`src/rtl/booth_pkg.sv`:
```
// booth_pkg: shared types and helpers for the sequential Booth multiplier.
//   state_t     - control FSM encoding (IDLE, RUN, DONE)
//   r2_sel_t    - radix-2 Booth select codes, decoded from {Q[0], q_1}
//   r4_dig_t    - radix-4 (modified Booth) digit codes, decoded from {Q[1], Q[0], q_1}
//   iter_count  - number of RUN iterations for a given operand width and radix
// Optional feature macro: BOOTH_RADIX4_EN (selects the radix-4 datapath).
package booth_pkg;

  typedef enum logic [1:0] {
    IDLE = 2'd0,
    RUN  = 2'd1,
    DONE = 2'd2
  } state_t;

  typedef enum logic [1:0] {
    R2_NOP = 2'd0,
    R2_ADD = 2'd1,
    R2_SUB = 2'd2
  } r2_sel_t;

  typedef enum logic [2:0] {
    R4_ZERO = 3'd0,
    R4_ADD1 = 3'd1,
    R4_ADD2 = 3'd2,
    R4_SUB1 = 3'd3,
    R4_SUB2 = 3'd4
  } r4_dig_t;

  // 01 -> end of a run of ones seen from the right: add M.
  // 10 -> start of a run of ones: subtract M.
  function automatic r2_sel_t r2_decode(input logic q0, input logic q_1);
    r2_sel_t sel;
    case ({q0, q_1})
      2'b01:   sel = R2_ADD;
      2'b10:   sel = R2_SUB;
      default: sel = R2_NOP;
    endcase
    return sel;
  endfunction

  // Modified Booth recoding of the overlapping triplet {Q[1], Q[0], q_1}.
  function automatic r4_dig_t r4_decode(input logic [2:0] bits);
    r4_dig_t dig;
    case (bits)
      3'b001, 3'b010: dig = R4_ADD1;
      3'b011:         dig = R4_ADD2;
      3'b100:         dig = R4_SUB2;
      3'b101, 3'b110: dig = R4_SUB1;
      default:        dig = R4_ZERO;
    endcase
    return dig;
  endfunction

  // Radix-2 retires one bit of the (W+1)-bit extended multiplier per step;
  // radix-4 retires two bits of the (W+2)-bit extended multiplier per step.
  function automatic int iter_count(input int w, input bit radix4);
    return radix4 ? (w + 2) / 2 : w + 1;
  endfunction

endpackage

```
`src/rtl/booth_mult_seq_if.sv`:
```
// booth_mult_seq_if: request/result bundle of the Booth multiplier.
//   start, sgn, x, y : request side, driven by the master (requester)
//   s, busy, done    : result side, driven by the slave (multiplier)
//   dbg_state        : current FSM state, for observation only
// Handshake: start is honoured only when the multiplier is in IDLE or DONE;
// sgn/x/y are captured on that same edge and need not be held afterwards.
// busy is high from the cycle after an accepted start through the done
// cycle; done pulses for one cycle when s takes its new value, and s then
// holds until the next done.
// Optional feature macro: BOOTH_RADIX4_EN (no effect on this interface).
interface booth_mult_seq_if #(
  parameter int W = 8
);
  import booth_pkg::*;

  logic           start;
  logic           sgn;
  logic [W-1:0]   x;
  logic [W-1:0]   y;
  logic [2*W-1:0] s;
  logic           busy;
  logic           done;
  state_t         dbg_state;

  modport master (
    output start, sgn, x, y,
    input  s, busy, done, dbg_state
  );

  modport slave (
    input  start, sgn, x, y,
    output s, busy, done, dbg_state
  );

endinterface

```
`src/rtl/booth_addsub.sv`:
```
// booth_addsub: accumulator update unit of the Booth multiplier.
//   a   : current accumulator A (IW bits, two's complement)
//   m   : multiplicand M (IW bits, two's complement)
//   sel : radix-2 select code, or radix-4 digit code
//   sum : new accumulator, IW bits (radix-2) or IW+1 bits (radix-4)
// The shift that follows each step lives in the top level.
// Optional feature macro: BOOTH_RADIX4_EN (adds the +-2M terms and one
// extra adder bit so A+-2M cannot wrap before the 2-bit shift).
module booth_addsub
  import booth_pkg::*;
#(
  parameter int IW = 9
) (
  input  logic [IW-1:0] a,
  input  logic [IW-1:0] m,
`ifdef BOOTH_RADIX4_EN
  input  r4_dig_t       sel,
  output logic [IW:0]   sum
`else
  input  r2_sel_t       sel,
  output logic [IW-1:0] sum
`endif
);

`ifdef BOOTH_RADIX4_EN
  logic [IW:0] a_ext;
  logic [IW:0] m_ext;
  logic [IW:0] m_dbl;

  always_comb begin
    a_ext = {a[IW-1], a};
    m_ext = {m[IW-1], m};
    // |M| < 2^(IW-2), so the left shift keeps the sign in bit IW.
    m_dbl = {m, 1'b0};
    case (sel)
      R4_ADD1: sum = a_ext + m_ext;
      R4_ADD2: sum = a_ext + m_dbl;
      R4_SUB1: sum = a_ext - m_ext;
      R4_SUB2: sum = a_ext - m_dbl;
      default: sum = a_ext;
    endcase
  end
`else
  always_comb begin
    case (sel)
      R2_ADD:  sum = a + m;
      R2_SUB:  sum = a - m;
      default: sum = a;
    endcase
  end
`endif

endmodule

```
`src/rtl/booth_mult_seq.sv`:
```
// booth_mult_seq: sequential Booth multiplier with a start/busy/done handshake.
//   clk   : rising-edge clock
//   reset : asynchronous, active-high reset
//   bus   : booth_mult_seq_if slave port (start, sgn, x, y in; s, busy,
//           done, dbg_state out)
// Operands are extended by one bit (radix-4: two bits) according to sgn,
// so signed and unsigned products share one signed Booth datapath.
// Optional feature macro: BOOTH_RADIX4_EN (modified Booth radix-4,
// (W+2)/2 iterations instead of W+1; W must then be even).
module booth_mult_seq
  import booth_pkg::*;
#(
  parameter int W  = 8,
  parameter int CW = $clog2(W + 3)
) (
  input  logic            clk,
  input  logic            reset,
  booth_mult_seq_if.slave bus
);

`ifdef BOOTH_RADIX4_EN
  localparam bit R4 = 1'b1;
  localparam int IW = W + 2;
  localparam int AW = IW + 1;
`else
  localparam bit R4 = 1'b0;
  localparam int IW = W + 1;
  localparam int AW = IW;
`endif
  localparam int            N   = iter_count(W, R4);
  localparam logic [CW-1:0] N_C = CW'(N);

  state_t          state_q, state_d;
  logic [IW-1:0]   a_q, a_d;
  logic [IW-1:0]   q_q, q_d;
  logic            q1_q, q1_d;
  logic [IW-1:0]   m_q, m_d;
  logic [CW-1:0]   cnt_q, cnt_d;
  logic [2*W-1:0]  s_q, s_d;

  logic [IW-1:0]   x_ext;
  logic [IW-1:0]   y_ext;
  logic [AW-1:0]   sum;
  logic [IW-1:0]   a_sh;
  logic [IW-1:0]   q_sh;
  logic            q1_sh;

`ifdef BOOTH_RADIX4_EN
  r4_dig_t sel;
  assign sel = r4_decode({q_q[1:0], q1_q});
`else
  r2_sel_t sel;
  assign sel = r2_decode(q_q[0], q1_q);
`endif

  // Extension bits carry the sign only for signed operands.
  assign x_ext = bus.sgn ? {{(IW-W){bus.x[W-1]}}, bus.x} : {{(IW-W){1'b0}}, bus.x};
  assign y_ext = bus.sgn ? {{(IW-W){bus.y[W-1]}}, bus.y} : {{(IW-W){1'b0}}, bus.y};

  booth_addsub #(
    .IW (IW)
  ) u_addsub (
    .a   (a_q),
    .m   (m_q),
    .sel (sel),
    .sum (sum)
  );

  // Arithmetic right shift of {sum, Q, q_1}; the sign of the new A is replicated.
`ifdef BOOTH_RADIX4_EN
  assign a_sh  = {sum[IW], sum[IW:2]};
  assign q_sh  = {sum[1:0], q_q[IW-1:2]};
  assign q1_sh = q_q[1];
`else
  assign a_sh  = {sum[IW-1], sum[IW-1:1]};
  assign q_sh  = {sum[0], q_q[IW-1:1]};
  assign q1_sh = q_q[0];
`endif

  always_comb begin
    state_d = state_q;
    a_d     = a_q;
    q_d     = q_q;
    q1_d    = q1_q;
    m_d     = m_q;
    cnt_d   = cnt_q;
    s_d     = s_q;

    case (state_q)
      IDLE, DONE: begin
        if (bus.start) begin
          m_d     = y_ext;
          q_d     = x_ext;
          a_d     = '0;
          q1_d    = 1'b0;
          cnt_d   = N_C;
          state_d = RUN;
        end else begin
          state_d = IDLE;
        end
      end
      RUN: begin
        a_d   = a_sh;
        q_d   = q_sh;
        q1_d  = q1_sh;
        cnt_d = cnt_q - 1'b1;
        // Last step: register the product now so s is valid with done.
        if (cnt_q == CW'(1)) begin
          state_d = DONE;
          s_d     = (2*W)'({a_sh, q_sh});
        end
      end
      default: state_d = IDLE;
    endcase
  end

  always_ff @(posedge clk or posedge reset) begin
    if (reset) begin
      state_q <= IDLE;
      a_q     <= '0;
      q_q     <= '0;
      q1_q    <= 1'b0;
      m_q     <= '0;
      cnt_q   <= '0;
      s_q     <= '0;
    end else begin
      state_q <= state_d;
      a_q     <= a_d;
      q_q     <= q_d;
      q1_q    <= q1_d;
      m_q     <= m_d;
      cnt_q   <= cnt_d;
      s_q     <= s_d;
    end
  end

  assign bus.s         = s_q;
  assign bus.done      = (state_q == DONE);
  assign bus.busy      = (state_q == RUN) || (state_q == DONE);
  assign bus.dbg_state = state_q;

endmodule

```
`src/flat_wrapper.sv`:
```
// flat-port wrapper written by rule: the top's interface ports become plain ports
module booth_mult_seq_flat import booth_pkg::*;
#(
  parameter int W  = 8,
  parameter int CW = $clog2(W + 3)
)
  (clk, reset, bus_start, bus_sgn, bus_x, bus_y, bus_s, bus_busy, bus_done, bus_dbg_state);
  booth_mult_seq_if #(.W(W)) bus_i ();
  input  logic clk;
  input  logic reset;
  input wire logic [$bits(bus_i.start)-1:0] bus_start;
  input wire logic [$bits(bus_i.sgn)-1:0] bus_sgn;
  input wire logic [$bits(bus_i.x)-1:0] bus_x;
  input wire logic [$bits(bus_i.y)-1:0] bus_y;
  output wire logic [$bits(bus_i.s)-1:0] bus_s;
  output wire logic [$bits(bus_i.busy)-1:0] bus_busy;
  output wire logic [$bits(bus_i.done)-1:0] bus_done;
  output wire logic [$bits(bus_i.dbg_state)-1:0] bus_dbg_state;
  assign bus_i.start = bus_start;
  assign bus_i.sgn = bus_sgn;
  assign bus_i.x = bus_x;
  assign bus_i.y = bus_y;
  assign bus_s = bus_i.s;
  assign bus_busy = bus_i.busy;
  assign bus_done = bus_i.done;
  assign bus_dbg_state = bus_i.dbg_state;
  booth_mult_seq #(.W(W), .CW(CW)) u_core (.clk(clk), .reset(reset), .bus(bus_i));
endmodule
```
`config.mk`:
```
export PLATFORM = sky130hd
export DESIGN_NAME = booth_mult_seq_flat
export DESIGN_NICKNAME = d
export VERILOG_FILES = /design/src/rtl/booth_pkg.sv /design/src/rtl/booth_mult_seq_if.sv /design/src/rtl/booth_addsub.sv /design/src/rtl/booth_mult_seq.sv /design/src/flat_wrapper.sv
export SDC_FILE = /design/constraint.sdc
export NUM_CORES = 1
export LEC_CHECK = 0
export ABC_AREA = 1
export CAP_MARGIN = 10
export CORE_UTILIZATION = 50
export DETAILED_ROUTE_END_ITERATION = 6
export PLACE_DENSITY = 0.77
export SLEW_MARGIN = 20
export SYNTH_ARGS = -nofsm -noshare
export SYNTH_HDL_FRONTEND = slang
export SYNTH_HIERARCHICAL = 1
export SYNTH_SLANG_ARGS = --single-unit
```
`constraint.sdc`:
```
create_clock -name clk -period 2.3 [get_ports clk]
set_clock_uncertainty 0.15 [all_clocks]
set_input_delay 0.345 -clock clk [delete_from_list [all_inputs] [get_ports clk]]
set_output_delay 0.345 -clock clk [all_outputs]
set_load 0.005 [all_outputs]
```
==> results of run 1 <==
[worst paths after layout]
kind                       cells past startpoint                    startpoint  slack (ns)                           end
min in group clk                               2  u_core/bus.s[13]$_DFFE_PP0P_        0.33  u_core/bus.s[13]$_DFFE_PP0P_
hold / removal                                 3                         reset        0.23   u_core/bus.s[2]$_DFFE_PP0P_
hold reg to reg                                2  u_core/bus.s[13]$_DFFE_PP0P_        0.33  u_core/bus.s[13]$_DFFE_PP0P_
setup / recovery                              16     u_core/q_q[0]$_DFFE_PP0P_       -0.25     u_core/a_q[5]$_DFFE_PP0P_
max in group asynchronous                      3                         reset        1.54     u_core/m_q[7]$_DFFE_PP0P_
setup reg to reg                              16     u_core/q_q[0]$_DFFE_PP0P_       -0.25     u_core/a_q[5]$_DFFE_PP0P_
[state kept, by name, indices dropped and copies added, names as in the netlist]
register and cells:
u_core/a_q 8, u_core/bus.s 16, u_core/m_q 9, u_core/bus.dbg_state 2, u_core/q1_q 1, u_core/q_q 9
u_core/cnt_q 4
[metrics by stage]
step | util | TNS [ns]
2_1_floorplan | - | 0
3_3_place_gp | 0.626 | -1.31
3_5_place_dp | 0.626 | -1.96
4_1_cts | 0.664 | -1.27
5_1_grt | 0.677 | -3.86
6_report | 0.677 | -1.83
[cell usage after synthesis, drive strengths merged]
cell type	n	area, µm²
nand4	1	6.26
o22ai	1	6.26
o21bai	2	15.0
inv	42	158
or2	1	8.76
o21ai	40	245
xnor2	2	17.5
a31oi	1	6.26
dfrtp	49	1230
nand3b	1	7.51
buf	13	111
nand3	41	205
fa	1	20.0
a21boi	1	7.51
xor2	4	35.0
nor2	21	88.8
nand2	129	514
a21oi	7	35.0
ha	16	200
o31ai	1	7.51
[logic make-up (layout without fill, tap and decap cells)]
logic type | count (synthesis) | in the layout | synth area share
AND/OR/NAND/NOR | 194 | 194 | 0.284
buffers and inverters | 55 | 118 | 0.0921
AO/OA/AOI/OAI | 53 | 53 | 0.110
XOR/XNOR | 6 | 6 | 0.0180
adder cells (fa/ha/maj) | 17 | 17 | 0.0754
flip-flops | 49 | 49 | 0.420
[layer usage]
| metal | vias up | GRT usage | wire, µm |
|---|---|---|---|
| met1 | 1253 | 0.273 | 2860 |
| met5 | - | 0 | 0 |
| met3 | 11 | 0.0419 | 342 |
| li1 | 1319 | - | - |
| met4 | 0 | 0.0852 | 143 |
| met2 | 66 | 0.417 | 3310 |
[layout make-up]
class                           instances  area [µm²]  share of cell area
Multi-Input combinational cell        270        1590               0.421
Tap cell                               72        90.1              0.0239
Clock buffer                            5        68.8              0.0182
Inverter                               42         160              0.0424
Timing Repair Buffer                   69         628               0.166
Sequential cell                        49        1230               0.325
Clock inverter                          2        13.8             0.00365
[critical path, delay by kind of cell (launching register included)]
family                     cells  cell delay [ns]
DFF                            1             0.41
buffers and inverters          2             0.23
adders and majority gates      2             0.55
AOI/OAI and AO/OA              4             0.40
and+or+nand+nor                8             0.73
[where the power goes]
part	leakage, nW	internal, W	switching (W)	total [W]
logic	1.20	0.00218	0.00262	0.00480
clock network	0.0444	0.000211	0.000298	0.000508
registers	0.634	0.00124	0.000292	0.00153
total	1.88	0.00362	0.00321	0.00684
[repair_timing]
| item | CTS | global route |
|---|---|---|
| buffers inserted | 4 | 5 |
| resized for setup | 26 | 10 |
| hold endpoints to repair | 0 | 0 |
| setup endpoints to repair | 11 | 13 |
| pin swaps | 14 | 21 |
==> report_table.html, run 1 <==
<table>
<tr><th>Metric</th><th>Value</th></tr>
<tr><th colspan="2">Global route</th></tr>
<tr><td>Congestion Overflow GR</td><td>0</td></tr>
<tr><td>Number of global-route vias before repair</td><td>2,620</td></tr>
<tr><td>First-pass GRT wire length</td><td>11,200 µm</td></tr>
<tr><td>GRT Resource Usage Total</td><td>0.231</td></tr>
<tr><td>Maximum number of pins on one net before global-route repair</td><td>50</td></tr>
<tr><td>Initial antenna violation count</td><td>0</td></tr>
<tr><th colspan="2">Layout</th></tr>
<tr><td>Fillcell total</td><td>450</td></tr>
<tr><td>Most frequent standard cell in the layout excluding fill and tap cells</td><td>sky130_fd_sc_hd__nand2_1</td></tr>
<tr><td>Net count, final</td><td>474</td></tr>
<tr><td>Growth of design area from synthesis to finish</td><td>29.2%</td></tr>
<tr><td>Top library cells by usage in the layout, fill and taps aside</td><td>sky130_fd_sc_hd__nand2_1, sky130_fd_sc_hd__dfrtp_1, sky130_fd_sc_hd__nand3_1, sky130_fd_sc_hd__clkdlybuf4s50_1, sky130_fd_sc_hd__inv_1</td></tr>
<tr><td>Fraction of final layout cells sized beyond drive strength 1</td><td>0.204</td></tr>
<tr><td>Total inserted antenna cells</td><td>0</td></tr>
<tr><td>Post-route non-filler standard cell count</td><td>509</td></tr>
<tr><td>Final instance area</td><td>3770 µm²</td></tr>
<tr><th colspan="2">Floorplanning</th></tr>
<tr><td>Core ar.</td><td>5570 µm²</td></tr>
<tr><td>Die boundary width</td><td>78.4 µm</td></tr>
<tr><td>Die span in y</td><td>78.4 µm</td></tr>
<tr><td>Die Footprint</td><td>6150 µm²</td></tr>
<tr><td>Initial standard-cell utilization of the core</td><td>0.524</td></tr>
<tr><td>Top-Level Pins</td><td>40</td></tr>
<tr><td>Placement row count</td><td>27</td></tr>
<tr><th colspan="2">Route</th></tr>
<tr><td>Residual DRC count</td><td>0</td></tr>
<tr><td>Number of detailed-route iterations in the first pass</td><td>5</td></tr>
<tr><td>Total number of vias</td><td>2,649</td></tr>
<tr><td>Detail-routed via count per cell</td><td>5.20</td></tr>
<tr><td>Final routed wire length divided by cell count</td><td>13.1 µm</td></tr>
<tr><td>Number of DRC markers in iteration 0</td><td>163</td></tr>
<tr><td>Total length of routed wires</td><td>6650 µm</td></tr>
<tr><td>Antenna-violating nets left</td><td>0</td></tr>
<tr><th colspan="2">Critical path</th></tr>
<tr><td>Max incr delay on CP</td><td>0.41 ns</td></tr>
<tr><td>Critical path's slowest cell</td><td>sky130_fd_sc_hd__dfrtp_1</td></tr>
<tr><td>Crit start category</td><td>register</td></tr>
<tr><td>Top fanout value on the critical path</td><td>7</td></tr>
<tr><td>Element type at the critical path end</td><td>register</td></tr>
<tr><td>Signal arrival time at the worst endpoint</td><td>2.65 ns</td></tr>
<tr><td>Cell repeated most along the worst path</td><td>sky130_fd_sc_hd__nand2_1</td></tr>
<tr><td>Cell-by-cell listing of the critical path</td><td>nor2_1, inv_1, ha_4, nand2_1, o21ai_0, buf_4, fa_2, nand2_2, nand2_4, nand2_2, o21bai_1, a21oi_1, o21ai_1, nand2_1, nand3_1, nand2_1</td></tr>
<tr><td>CP Data Required Time</td><td>2.40 ns</td></tr>
<tr><td>Type of the worst setup path</td><td>reg -&gt; reg</td></tr>
<tr><th colspan="2">CTS</th></tr>
<tr><td>Clock insertion delay at the later pin of the skew report</td><td>0.31 ns</td></tr>
<tr><td>Maximum clock insertion buffer count</td><td>2</td></tr>
<tr><td>Number of buffers created by CTS</td><td>5</td></tr>
<tr><td>CTS root buf</td><td>sky130_fd_sc_hd__clkbuf_8</td></tr>
<tr><td>Clk slew on worst S/H paths</td><td>0.09 ns</td></tr>
<tr><td>TritonCTS Sinks</td><td>49</td></tr>
<tr><td>Depth of the CTS H-tree</td><td>2</td></tr>
<tr><td>TritonCTS clock tree</td><td>yes</td></tr>
<tr><td>Hold-fix buffers at CTS</td><td>0</td></tr>
<tr><th colspan="2">Synthesis</th></tr>
<tr><td>Library cells used by synthesis</td><td>29</td></tr>
<tr><td>Number of register bits inferred by synthesis</td><td>49</td></tr>
<tr><td>Fraction of the yosys area taken by sequential cells</td><td>0.420</td></tr>
<tr><td>Number of instances in the synthesized netlist</td><td>374</td></tr>
<tr><td>Yosys warning count</td><td>6</td></tr>
<tr><td>Net count of the mapped netlist</td><td>411</td></tr>
<tr><td>Synth Cell Area</td><td>2920 µm²</td></tr>
<tr><td>Mapped Avg Cell Area</td><td>7.81 µm²</td></tr>
<tr><th colspan="2">STA</th></tr>
<tr><td>Slack of the critical path</td><td>-0.251 ns</td></tr>
<tr><td>RSZ-0062 raised after global routing</td><td>true</td></tr>
<tr><td>Final period utilization</td><td>1.11</td></tr>
<tr><td>Upper clock frequency limit</td><td>392 MHz</td></tr>
<tr><td>Normalized max-slew margin</td><td>0.700</td></tr>
<tr><td>Hold slack final</td><td>0.234 ns</td></tr>
<tr><td>Final number of setup-violating endpoints</td><td>11</td></tr>
<tr><td>Shortest period the worst path allows</td><td>2.55 ns</td></tr>
<tr><td>Slew at the pin closest to its max-slew limit</td><td>0.450 ns</td></tr>
<tr><td>Final count of pins violating max slew</td><td>0</td></tr>
<tr><td>Final-report hold violation count</td><td>0</td></tr>
<tr><th colspan="2">Outcome</th></tr>
<tr><td>Outcome</td><td>finished, violations left</td></tr>
<tr><td>Violations in the final reports</td><td>negative setup slack</td></tr>
<tr><th colspan="2">Power</th></tr>
<tr><td>Final Power</td><td>0.00684 W</td></tr>
<tr><td>Worst IR drop on VDD</td><td>0.00102 V</td></tr>
<tr><td>Static leakage</td><td>1.88 nW</td></tr>
<tr><td>Power per cell area</td><td>1810 nW/µm²</td></tr>
<tr><th colspan="2">Hold path</th></tr>
<tr><td>Tightest Hold Check Type</td><td>in -&gt; async</td></tr>
<tr><th colspan="2">Run</th></tr>
<tr><td># Max-Cap Violations</td><td>0</td></tr>
<tr><th colspan="2">Placement</th></tr>
<tr><td>Gp weighted congestion</td><td>0.821</td></tr>
<tr><td>Number of placed cells counting well taps</td><td>493</td></tr>
<tr><td>HPWL after DPL</td><td>4530 µm</td></tr>
<tr><td>I/O Buffers</td><td>39</td></tr>
<tr><td>Post-detailed-placement cell area</td><td>3490 µm²</td></tr>
<tr><td>Setup slack at placement</td><td>-0.252 ns</td></tr>
</table>
(Power assumes the default switching activity.)
==> inputs of run 2 (changes only) <==
--- a/config.mk
+++ b/config.mk
@@ -5,9 +5,9 @@
 export SDC_FILE = /design/constraint.sdc
 export NUM_CORES = 1
 export LEC_CHECK = 0
-export ABC_AREA = 1
 export CAP_MARGIN = 10
 export CORE_UTILIZATION = 50
+export CTS_BUF_LIST = sky130_fd_sc_hd__clkbuf_4
 export DETAILED_ROUTE_END_ITERATION = 6
 export PLACE_DENSITY = 0.77
 export SLEW_MARGIN = 20
==> report_table.html, run 2 <==
<table>
<tr><th>Metric</th><th>Value</th></tr>
<tr><th colspan="2">STA</th></tr>
<tr><td>Shortest period the worst path allows</td><td>2.73 ns (was 2.55 ns)</td></tr>
<tr><td>Upper clock frequency limit</td><td>367 MHz (was 392 MHz)</td></tr>
<tr><td>Final-report hold violation count</td><td>0 (unchanged)</td></tr>
<tr><td>Final number of setup-violating endpoints</td><td>14 (was 11)</td></tr>
<tr><td>Final count of pins violating max slew</td><td>0 (unchanged)</td></tr>
<tr><td>RSZ-0062 raised after global routing</td><td>true (unchanged)</td></tr>
<tr><td>Final period utilization</td><td>1.19 (was 1.11)</td></tr>
<tr><td>Hold slack final</td><td>0.110 ns (was 0.234 ns)</td></tr>
<tr><td>Normalized max-slew margin</td><td>0.735 (was 0.700)</td></tr>
<tr><td>Slew at the pin closest to its max-slew limit</td><td>0.398 ns (was 0.450 ns)</td></tr>
<tr><td>Slack of the critical path</td><td>-0.426 ns (was -0.251 ns)</td></tr>
<tr><th colspan="2">Global route</th></tr>
<tr><td>Number of global-route vias before repair</td><td>2,294 (was 2,620)</td></tr>
<tr><td>First-pass GRT wire length</td><td>10,700 µm (was 11,200 µm)</td></tr>
<tr><td>GRT Resource Usage Total</td><td>0.224 (was 0.231)</td></tr>
<tr><td>Maximum number of pins on one net before global-route repair</td><td>22 (was 50)</td></tr>
<tr><td>Congestion Overflow GR</td><td>0 (unchanged)</td></tr>
<tr><td>Initial antenna violation count</td><td>0 (unchanged)</td></tr>
<tr><th colspan="2">Floorplanning</th></tr>
<tr><td>Die span in y</td><td>78.0 µm (was 78.4 µm)</td></tr>
<tr><td>Core ar.</td><td>5540 µm² (was 5570 µm²)</td></tr>
<tr><td>Top-Level Pins</td><td>40 (unchanged)</td></tr>
<tr><td>Die Footprint</td><td>6090 µm² (was 6150 µm²)</td></tr>
<tr><td>Die boundary width</td><td>78.0 µm (was 78.4 µm)</td></tr>
<tr><td>Placement row count</td><td>27 (unchanged)</td></tr>
<tr><td>Initial standard-cell utilization of the core</td><td>0.522 (was 0.524)</td></tr>
<tr><th colspan="2">Route</th></tr>
<tr><td>Number of DRC markers in iteration 0</td><td>74 (was 163)</td></tr>
<tr><td>Detail-routed via count per cell</td><td>5.51 (was 5.20)</td></tr>
<tr><td>Residual DRC count</td><td>0 (unchanged)</td></tr>
<tr><td>Total number of vias</td><td>2,244 (was 2,649)</td></tr>
<tr><td>Final routed wire length divided by cell count</td><td>15.7 µm (was 13.1 µm)</td></tr>
<tr><td>Total length of routed wires</td><td>6380 µm (was 6650 µm)</td></tr>
<tr><td>Antenna-violating nets left</td><td>0 (unchanged)</td></tr>
<tr><td>Number of detailed-route iterations in the first pass</td><td>5 (unchanged)</td></tr>
<tr><th colspan="2">Placement</th></tr>
<tr><td>Gp weighted congestion</td><td>0.843 (was 0.821)</td></tr>
<tr><td>I/O Buffers</td><td>39 (unchanged)</td></tr>
<tr><td>Setup slack at placement</td><td>-0.410 ns (was -0.252 ns)</td></tr>
<tr><td>Number of placed cells counting well taps</td><td>394 (was 493)</td></tr>
<tr><td>HPWL after DPL</td><td>4320 µm (was 4530 µm)</td></tr>
<tr><th colspan="2">Outcome</th></tr>
<tr><td>Outcome</td><td>finished, violations left (unchanged)</td></tr>
<tr><td>Violations in the final reports</td><td>negative setup slack (unchanged)</td></tr>
<tr><th colspan="2">Critical path</th></tr>
<tr><td>Reg-to-Reg Start</td><td>u_core/q1_q$_DFFE_PP0P_ (was u_core/q_q[0]$_DFFE_PP0P_)</td></tr>
<tr><td>Largest delay contributor family on the critical path</td><td>compound AO/OA/AOI/OAI gates (was simple AND/OR/NAND/NOR gates)</td></tr>
<tr><td>Number of buffers and inverters on the critical path</td><td>2 (unchanged)</td></tr>
<tr><td>Signal arrival time at the worst endpoint</td><td>2.83 ns (was 2.65 ns)</td></tr>
<tr><td>Top fanout value on the critical path</td><td>8 (was 7)</td></tr>
<tr><td>Worst Reg-to-Reg Cells</td><td>12 (was 16)</td></tr>
<tr><td>Type of the worst setup path</td><td>reg -&gt; reg (unchanged)</td></tr>
<tr><td>Cell count along the critical path</td><td>12 (was 16)</td></tr>
<tr><td>Element type at the critical path end</td><td>register (unchanged)</td></tr>
<tr><td>Cell-by-cell listing of the critical path</td><td>inv_2, nor2_1, inv_1, ha_4, mux2i_4, fa_2, a211oi_2, o21bai_1, a21oi_2, xor2_1, o21ai_1, mux2_4 (was nor2_1, inv_1, ha_4, nand2_1, o21ai_0, buf_4, fa_2, nand2_2, nand2_4, nand2_2, o21bai_1, a21oi_1, o21ai_1, nand2_1, nand3_1, nand2_1)</td></tr>
<tr><td>Critical path's slowest cell</td><td>sky130_fd_sc_hd__dfrtp_1 (unchanged)</td></tr>
<tr><td>Max incr delay on CP</td><td>0.41 ns (about the same)</td></tr>
<tr><td>Endpoint of the worst-slack reg-to-reg timing path</td><td>u_core/bus.s[14]$_DFFE_PP0P_ (was u_core/a_q[5]$_DFFE_PP0P_)</td></tr>
<tr><td>Setup slack of the worst register-to-register path</td><td>-0.43 ns (was -0.25 ns)</td></tr>
<tr><td>CP Data Required Time</td><td>2.41 ns (was 2.40 ns)</td></tr>
<tr><td>Crit start category</td><td>register (unchanged)</td></tr>
<tr><th colspan="2">Power</th></tr>
<tr><td>Worst IR drop on VDD</td><td>0.000881 V (was 0.00102 V)</td></tr>
<tr><td>P_sw</td><td>0.00256 W (was 0.00321 W)</td></tr>
<tr><td>Relative contribution of the clock network to total power</td><td>0.081 (was 0.074)</td></tr>
<tr><td>Power per cell area</td><td>1660 nW/µm² (was 1810 nW/µm²)</td></tr>
<tr><td>Switching share of total power</td><td>0.400 (was 0.470)</td></tr>
<tr><td>Combinational fraction of design power</td><td>0.682 (was 0.702)</td></tr>
<tr><td>Internal power</td><td>0.00384 W (was 0.00362 W)</td></tr>
<tr><td>Sequential cell fraction of total power</td><td>0.237 (was 0.223)</td></tr>
<tr><td>Static leakage</td><td>1.69 nW (was 1.88 nW)</td></tr>
<tr><td>Final Power</td><td>0.00640 W (was 0.00684 W)</td></tr>
<tr><th colspan="2">Synthesis</th></tr>
<tr><td>Dominant cell type by area after synthesis</td><td>sky130_fd_sc_hd__dfrtp_1 (unchanged)</td></tr>
<tr><td>Cell types occupying the most area after synthesis</td><td>sky130_fd_sc_hd__dfrtp_1, sky130_fd_sc_hd__mux2_2, sky130_fd_sc_hd__ha_1, sky130_fd_sc_hd__mux2_4, sky130_fd_sc_hd__o21ai_0 (was sky130_fd_sc_hd__dfrtp_1, sky130_fd_sc_hd__nand2_1, sky130_fd_sc_hd__nand3_1, sky130_fd_sc_hd__ha_1, sky130_fd_sc_hd__inv_1)</td></tr>
<tr><td>Number of register bits inferred by synthesis</td><td>49 (unchanged)</td></tr>
<tr><td>Portion of synthesized cell area occupied by the leading cell type</td><td>0.424 (was 0.420)</td></tr>
<tr><td>Commonest register cell after synthesis</td><td>sky130_fd_sc_hd__dfrtp_1 (unchanged)</td></tr>
<tr><td>Number of instances in the synthesized netlist</td><td>260 (was 374)</td></tr>
<tr><td>Most common library cells after synthesis</td><td>sky130_fd_sc_hd__dfrtp_1, sky130_fd_sc_hd__mux2_2, sky130_fd_sc_hd__inv_1, sky130_fd_sc_hd__o21ai_0, sky130_fd_sc_hd__ha_1 (was sky130_fd_sc_hd__nand2_1, sky130_fd_sc_hd__dfrtp_1, sky130_fd_sc_hd__nand3_1, sky130_fd_sc_hd__inv_1, sky130_fd_sc_hd__o21ai_0)</td></tr>
<tr><td>Most frequent cell after synthesis</td><td>sky130_fd_sc_hd__dfrtp_1 (was sky130_fd_sc_hd__nand2_1)</td></tr>
<tr><td>Library cells used by synthesis</td><td>54 (was 29)</td></tr>
<tr><td>Async SR Flop Fraction</td><td>1.00 (unchanged)</td></tr>
<tr><td>Post-synth EDFFs</td><td>0 (unchanged)</td></tr>
<tr><td>Synth Cell Area</td><td>2890 µm² (was 2920 µm²)</td></tr>
<tr><td>Mapped Avg Cell Area</td><td>11.1 µm² (was 7.81 µm²)</td></tr>
<tr><td>Yosys warning count</td><td>6 (unchanged)</td></tr>
<tr><td>Net count of the mapped netlist</td><td>297 (was 411)</td></tr>
<tr><td>Fraction of the yosys area taken by sequential cells</td><td>0.424 (was 0.420)</td></tr>
<tr><th colspan="2">Layout</th></tr>
<tr><td>Post-route non-filler standard cell count</td><td>407 (was 509)</td></tr>
<tr><td>Combined area of the multi-input logic cells</td><td>1680 µm² (was 1590 µm²)</td></tr>
<tr><td>Max FFs per register</td><td>16 (unchanged)</td></tr>
<tr><td>Total inserted antenna cells</td><td>0 (unchanged)</td></tr>
<tr><td>Fillcell total</td><td>403 (was 450)</td></tr>
<tr><td>Core Util, Final</td><td>0.697 (was 0.677)</td></tr>
<tr><td>Area used by sequential logic in the layout</td><td>1230 µm² (unchanged)</td></tr>
<tr><td>Top library cells by usage in the layout, fill and taps aside</td><td>sky130_fd_sc_hd__dfrtp_1, sky130_fd_sc_hd__clkdlybuf4s50_1, sky130_fd_sc_hd__buf_4, sky130_fd_sc_hd__mux2_2, sky130_fd_sc_hd__inv_1 (was sky130_fd_sc_hd__nand2_1, sky130_fd_sc_hd__dfrtp_1, sky130_fd_sc_hd__nand3_1, sky130_fd_sc_hd__clkdlybuf4s50_1, sky130_fd_sc_hd__inv_1)</td></tr>
<tr><td>Fraction of final layout cells sized beyond drive strength 1</td><td>0.376 (was 0.204)</td></tr>
<tr><td>Net count, final</td><td>371 (was 474)</td></tr>
<tr><td>Growth of design area from synthesis to finish</td><td>33.6% (was 29.2%)</td></tr>
<tr><td>Most frequent standard cell in the layout excluding fill and tap cells</td><td>sky130_fd_sc_hd__dfrtp_1 (was sky130_fd_sc_hd__nand2_1)</td></tr>
<tr><th colspan="2">CTS</th></tr>
<tr><td>Clock insertion delay at the later pin of the skew report</td><td>0.36 ns (was 0.31 ns)</td></tr>
<tr><td>TritonCTS Sinks</td><td>49 (unchanged)</td></tr>
<tr><td>Clk slew on worst S/H paths</td><td>0.16 ns (was 0.09 ns)</td></tr>
<tr><td>Maximum clock insertion buffer count</td><td>2 (unchanged)</td></tr>
<tr><td>CTS root buf</td><td>sky130_fd_sc_hd__clkbuf_4 (was sky130_fd_sc_hd__clkbuf_8)</td></tr>
<tr><td>Number of buffers created by CTS</td><td>5 (unchanged)</td></tr>
<tr><td>TritonCTS clock tree</td><td>yes (unchanged)</td></tr>
<tr><td>Hold-fix buffers at CTS</td><td>0 (unchanged)</td></tr>
<tr><td>Depth of the CTS H-tree</td><td>2 (unchanged)</td></tr>
<tr><th colspan="2">Run</th></tr>
<tr><td># Max-Cap Violations</td><td>0 (unchanged)</td></tr>
<tr><th colspan="2">Hold path</th></tr>
<tr><td>Tightest Hold Check Type</td><td>in -&gt; async (unchanged)</td></tr>
</table>
==> run 2: cell types whose count changed after synthesis, moves of 9 or more <==
cell | before | now
sky130_fd_sc_hd__inv_1 | 40 | 21
sky130_fd_sc_hd__mux2_2 | 0 | 28
sky130_fd_sc_hd__mux2_4 | 0 | 10
sky130_fd_sc_hd__nand2_1 | 123 | 12
sky130_fd_sc_hd__nand3_1 | 41 | 9
sky130_fd_sc_hd__o21ai_0 | 28 | 18
sky130_fd_sc_hd__o21ai_2 | 9 | 0
==> run 2: worst reg2reg max path: cells and delay by family (launching register included) <==
family | cells | cell delay [ns]
and+or+nand+nor | 1 | 0.08
AOI/OAI and AO/OA | 4 | 0.65
buffers and inverters | 2 | 0.12
xor gates and xnor gates | 1 | 0.16
DFF | 1 | 0.41
muxes | 2 | 0.48
adders and majority gates | 2 | 0.59
==> run 2: cell families (layout without fill, tap and decap cells) <==
kind of cell | after synthesis | count (layout) | synth area share
and+or+nand+nor | 56 | 56 | 0.112
AOI/OAI and AO/OA | 50 | 50 | 0.112
DFF | 49 | 49 | 0.424
muxes | 45 | 45 | 0.187
buffers and inverters | 33 | 108 | 0.0576
adders and majority gates | 17 | 17 | 0.0762
xor gates and xnor gates | 10 | 10 | 0.0303
==> run 2: worst max-delay path by stage <==
stage	slack, ns	end	start
floorplan	-0.28	u_core/bus.s[14]$_DFFE_PP0P_	u_core/q_q[0]$_DFFE_PP0P_
global placement	-0.35	u_core/bus.s[15]$_DFFE_PP0P_	u_core/q1_q$_DFFE_PP0P_
detailed placement	-0.41	u_core/a_q[6]$_DFFE_PP0P_	u_core/q1_q$_DFFE_PP0P_
CTS	-0.36	u_core/bus.s[14]$_DFFE_PP0P_	u_core/q1_q$_DFFE_PP0P_
global route	-0.55	u_core/a_q[6]$_DFFE_PP0P_	u_core/q1_q$_DFFE_PP0P_
finish	-0.43	u_core/bus.s[14]$_DFFE_PP0P_	u_core/q1_q$_DFFE_PP0P_
==> run 2: area by class of cell <==
class,instances,area share
Clock buffer,5,0.00972
Clock inverter,3,0.0120
Inverter,21,0.0204
Multi-Input combinational cell,178,0.435
Sequential cell,49,0.318
Tap cell,72,0.0233
Timing Repair Buffer,79,0.182
==> run 2: power groups by stage <==
stage	logic (W)	registers (W)	clock network, W
after floorplan	0.00241	0.00148	0
after global placement	0.00359	0.00151	0
after detailed placement	0.00368	0.00151	0
after CTS	0.00385	0.00150	0.000536
after global routing	0.00470	0.00157	0.000572
final	0.00436	0.00152	0.000519
==> run 2: repair_timing <==
item / CTS / global route
endpoints found under the hold margin: 0 / 0
buffers inserted: 2 / 4
resized for setup: 7 / 26
pin swaps: 5 / 19
setup endpoints to repair: 14 / 15
cloned: 0 / 0
==> run 2: through the flow <==
stage	area, µm²	TNS, ns
global placement	3600	-3.05
finish	3860	-4.08
detailed placement	3600	-3.74
global route	3860	-5.56
CTS	3740	-3.30
floorplan	2940	-1.62
==> run 2: metal layers <==
metal | track usage | routed length [µm] | vias to the layer above
met5 | 0 | 0 | -
met1 | 0.280 | 2730 | 1112
met2 | 0.400 | 3310 | 52
li1 | - | - | 1068
met4 | 0.0444 | 96 | 0
met3 | 0.0477 | 250 | 12
==> inputs of run 3 (changes only) <==
--- a/config.mk
+++ b/config.mk
@@ -10,7 +10,7 @@
 export CTS_BUF_LIST = sky130_fd_sc_hd__clkbuf_4
 export DETAILED_ROUTE_END_ITERATION = 6
 export PLACE_DENSITY = 0.77
-export SLEW_MARGIN = 20
+export SKIP_CTS_REPAIR_TIMING = 1
 export SYNTH_ARGS = -nofsm -noshare
 export SYNTH_HDL_FRONTEND = slang
 export SYNTH_HIERARCHICAL = 1
==> report_table.html, run 3 (synthesis results as in run 2) <==
<table>
<tr><th>Metric</th><th>Value</th></tr>
<tr><th colspan="2">Outcome</th></tr>
<tr><td>Outcome</td><td>finished, violations left (unchanged)</td></tr>
<tr><td>Violations in the final reports</td><td>negative setup slack (unchanged)</td></tr>
<tr><th colspan="2">Global route</th></tr>
<tr><td>GRT Resource Usage Total</td><td>0.215 (was 0.224)</td></tr>
<tr><td>First-pass GRT wire length</td><td>10,300 µm (was 10,700 µm)</td></tr>
<tr><td>Number of global-route vias before repair</td><td>2,223 (was 2,294)</td></tr>
<tr><td>Global Route met3 Usage</td><td>0.0465 (was 0.0477)</td></tr>
<tr><td>Congestion Overflow GR</td><td>0 (unchanged)</td></tr>
<tr><td>Initial antenna violation count</td><td>0 (unchanged)</td></tr>
<tr><td>Maximum number of pins on one net before global-route repair</td><td>22 (unchanged)</td></tr>
<tr><td>Met2 usage</td><td>0.381 (was 0.400)</td></tr>
<tr><td>Routing usage on met1</td><td>0.272 (was 0.280)</td></tr>
<tr><td>Most crowded layer after global routing</td><td>met2 (unchanged)</td></tr>
<tr><th colspan="2">Power</th></tr>
<tr><td>Worst IR drop on VDD</td><td>0.000853 V (was 0.000881 V)</td></tr>
<tr><td>Power per cell area</td><td>1720 nW/µm² (was 1660 nW/µm²)</td></tr>
<tr><td>Static leakage</td><td>1.71 nW (was 1.69 nW)</td></tr>
<tr><th colspan="2">Route</th></tr>
<tr><td>Total length of routed wires</td><td>6620 µm (was 6380 µm)</td></tr>
<tr><td>Residual DRC count</td><td>0 (unchanged)</td></tr>
<tr><td>Total number of vias</td><td>2,215 (was 2,244)</td></tr>
<tr><td>Detail-routed via count per cell</td><td>5.46 (was 5.51)</td></tr>
<tr><td>Final routed wire length divided by cell count</td><td>16.3 µm (was 15.7 µm)</td></tr>
<tr><td>Number of DRC markers in iteration 0</td><td>121 (was 74)</td></tr>
<tr><td>Number of detailed-route iterations in the first pass</td><td>4 (was 5)</td></tr>
<tr><td>Antenna-violating nets left</td><td>0 (unchanged)</td></tr>
<tr><th colspan="2">CTS</th></tr>
<tr><td>TritonCTS Sinks</td><td>49 (unchanged)</td></tr>
<tr><td>Clk slew on worst S/H paths</td><td>0.16 ns (about the same)</td></tr>
<tr><td>Maximum clock insertion buffer count</td><td>2 (unchanged)</td></tr>
<tr><td>Clock insertion delay at the later pin of the skew report</td><td>0.37 ns (was 0.36 ns)</td></tr>
<tr><td>Number of buffers created by CTS</td><td>5 (unchanged)</td></tr>
<tr><td>Depth of the CTS H-tree</td><td>2 (unchanged)</td></tr>
<tr><td>CTS root buf</td><td>sky130_fd_sc_hd__clkbuf_4 (unchanged)</td></tr>
<tr><td>TritonCTS clock tree</td><td>yes (unchanged)</td></tr>
<tr><th colspan="2">Floorplanning</th></tr>
<tr><td>Placement row count</td><td>27 (unchanged)</td></tr>
<tr><td>Initial standard-cell utilization of the core</td><td>0.522 (unchanged)</td></tr>
<tr><td>Die span in y</td><td>78.0 µm (unchanged)</td></tr>
<tr><td>Core ar.</td><td>5540 µm² (unchanged)</td></tr>
<tr><td>Top-Level Pins</td><td>40 (unchanged)</td></tr>
<tr><td>Die boundary width</td><td>78.0 µm (unchanged)</td></tr>
<tr><td>Die Footprint</td><td>6090 µm² (unchanged)</td></tr>
<tr><th colspan="2">Run</th></tr>
<tr><td># Max-Cap Violations</td><td>0 (unchanged)</td></tr>
<tr><th colspan="2">STA</th></tr>
<tr><td>Upper clock frequency limit</td><td>366 MHz (was 367 MHz)</td></tr>
<tr><td>Final-report hold violation count</td><td>0 (unchanged)</td></tr>
<tr><td>Slack of the critical path</td><td>-0.436 ns (was -0.426 ns)</td></tr>
<tr><td>Final count of pins violating max slew</td><td>0 (unchanged)</td></tr>
<tr><td>Normalized max-slew margin</td><td>0.735 (about the same)</td></tr>
<tr><td>Final number of setup-violating endpoints</td><td>15 (was 14)</td></tr>
<tr><td>Final total negative setup slack</td><td>-4.20 ns (was -4.08 ns)</td></tr>
<tr><td>Shortest period the worst path allows</td><td>2.74 ns (was 2.73 ns)</td></tr>
<tr><td>Final period utilization</td><td>1.19 (about the same)</td></tr>
<tr><td>Slew at the pin closest to its max-slew limit</td><td>0.396 ns (was 0.398 ns)</td></tr>
<tr><td>Hold slack final</td><td>0.0980 ns (was 0.110 ns)</td></tr>
<tr><td>RSZ-0062 raised after global routing</td><td>true (unchanged)</td></tr>
<tr><th colspan="2">Placement</th></tr>
<tr><td>I/O Buffers</td><td>39 (unchanged)</td></tr>
<tr><td>HPWL after DPL</td><td>4320 µm (unchanged)</td></tr>
<tr><td>Gp weighted congestion</td><td>0.843 (unchanged)</td></tr>
<tr><td>Setup slack at placement</td><td>-0.410 ns (unchanged)</td></tr>
<tr><th colspan="2">Critical path</th></tr>
<tr><td>Signal arrival time at the worst endpoint</td><td>2.86 ns (was 2.83 ns)</td></tr>
<tr><td>Type of the worst setup path</td><td>reg -&gt; reg (unchanged)</td></tr>
<tr><td>Top fanout value on the critical path</td><td>8 (unchanged)</td></tr>
<tr><td>CP Data Required Time</td><td>2.42 ns (was 2.41 ns)</td></tr>
<tr><td>Crit start category</td><td>register (unchanged)</td></tr>
<tr><td>Element type at the critical path end</td><td>register (unchanged)</td></tr>
<tr><th colspan="2">Layout</th></tr>
<tr><td>Growth of design area from synthesis to finish</td><td>37.0% (was 33.6%)</td></tr>
<tr><td>Fillcell total</td><td>391 (was 403)</td></tr>
<tr><td>Total inserted antenna cells</td><td>0 (unchanged)</td></tr>
<tr><td>Most frequent standard cell in the layout excluding fill and tap cells</td><td>sky130_fd_sc_hd__dfrtp_1 (unchanged)</td></tr>
<tr><td>Fraction of final layout cells sized beyond drive strength 1</td><td>0.392 (was 0.376)</td></tr>
<tr><td>Core Util, Final</td><td>0.715 (was 0.697)</td></tr>
<tr><td>Max FFs per register</td><td>16 (unchanged)</td></tr>
<tr><td>Top library cells by usage in the layout, fill and taps aside</td><td>sky130_fd_sc_hd__dfrtp_1, sky130_fd_sc_hd__clkdlybuf4s50_1, sky130_fd_sc_hd__buf_4, sky130_fd_sc_hd__mux2_2, sky130_fd_sc_hd__inv_1 (unchanged)</td></tr>
<tr><td>Net count, final</td><td>370 (was 371)</td></tr>
<tr><th colspan="2">Hold path</th></tr>
<tr><td>Tightest Hold Check Type</td><td>in -&gt; async (unchanged)</td></tr>
</table>
[run 3: cell count changes in the layout (fill, tap and decap cells not counted), moves of 2 or more]
cell	previous run	this run
sky130_fd_sc_hd__dfrtp_1	49	47
sky130_fd_sc_hd__buf_6	0	5
sky130_fd_sc_hd__mux2_2	24	21
sky130_fd_sc_hd__o21ai_1	10	12
sky130_fd_sc_hd__mux2_4	14	17
sky130_fd_sc_hd__o21ai_0	9	6
sky130_fd_sc_hd__dfrtp_2	0	2
sky130_fd_sc_hd__buf_4	39	33
[run 3: layout make-up]
type | instances | area (µm²) | share of cell area
clock buffers | 5 | 37.5 | 0.00948
well taps | 72 | 90.1 | 0.0227
repair buffers | 78 | 714 | 0.180
inverters | 21 | 78.8 | 0.0199
multi-input cells | 178 | 1760 | 0.445
flip-flops and latches | 49 | 1230 | 0.310
clock inverters | 3 | 46.3 | 0.0117
[run 3: final timing paths]
check,from,to,slack (ns),cells after the start
hold reg to reg,u_core/q_q[2]$_DFFE_PP0P_,u_core/q_q[2]$_DFFE_PP0P_,0.38,1
min in group clk,u_core/q_q[2]$_DFFE_PP0P_,u_core/q_q[2]$_DFFE_PP0P_,0.38,1
hold / removal,reset,u_core/q_q[2]$_DFFE_PP0P_,0.1,2
setup reg to reg,u_core/q1_q$_DFFE_PP0P_,u_core/bus.s[14]$_DFFE_PP0P_,-0.44,12
max in group asynchronous,reset,u_core/m_q[3]$_DFFE_PP0P_,1.35,3
setup / recovery,u_core/q1_q$_DFFE_PP0P_,u_core/bus.s[14]$_DFFE_PP0P_,-0.44,12
[run 3: worst max-delay path, cell delays in order, from the launching register on]
cell	delay (ns)
sky130_fd_sc_hd__dfrtp_1	0.41
sky130_fd_sc_hd__inv_2	0.05
sky130_fd_sc_hd__nor2_1	0.09
sky130_fd_sc_hd__inv_1	0.08
sky130_fd_sc_hd__ha_4	0.22
sky130_fd_sc_hd__mux2i_4	0.21
sky130_fd_sc_hd__fa_2	0.40
sky130_fd_sc_hd__a211oi_4	0.26
sky130_fd_sc_hd__o21bai_1	0.12
sky130_fd_sc_hd__a21oi_2	0.16
sky130_fd_sc_hd__xor2_1	0.15
sky130_fd_sc_hd__o21ai_1	0.10
sky130_fd_sc_hd__mux2_4	0.26
[run 3: metal layers]
metal / wire length, µm / share of wire / vias up
met1: 2820 / 0.43 / 1099
met4: 67 / 0.010 / 0
li1: - / - / 1061
met2: 3450 / 0.52 / 47
met3: 275 / 0.042 / 8
met5: 0 / 0 / -
[run 3: metrics by stage]
stage | cell area (µm²) | total power [W] | instances
after floorplan | 2940 | 0.00389 | 260
after global placement | 3600 | 0.00510 | 394
after detailed placement | 3600 | 0.00519 | 394
after CTS | 3680 | 0.00574 | 402
after global routing | 3960 | 0.00729 | 406
final | 3960 | 0.00682 | 406
[run 3: report_power, final]
part / leakage [nW] / total (W) / switching, W / internal, W
logic: 1.05 / 0.00476 / 0.00212 / 0.00264
registers: 0.612 / 0.00153 / 0.000314 / 0.00122
clock network: 0.0414 / 0.000523 / 0.000292 / 0.000231
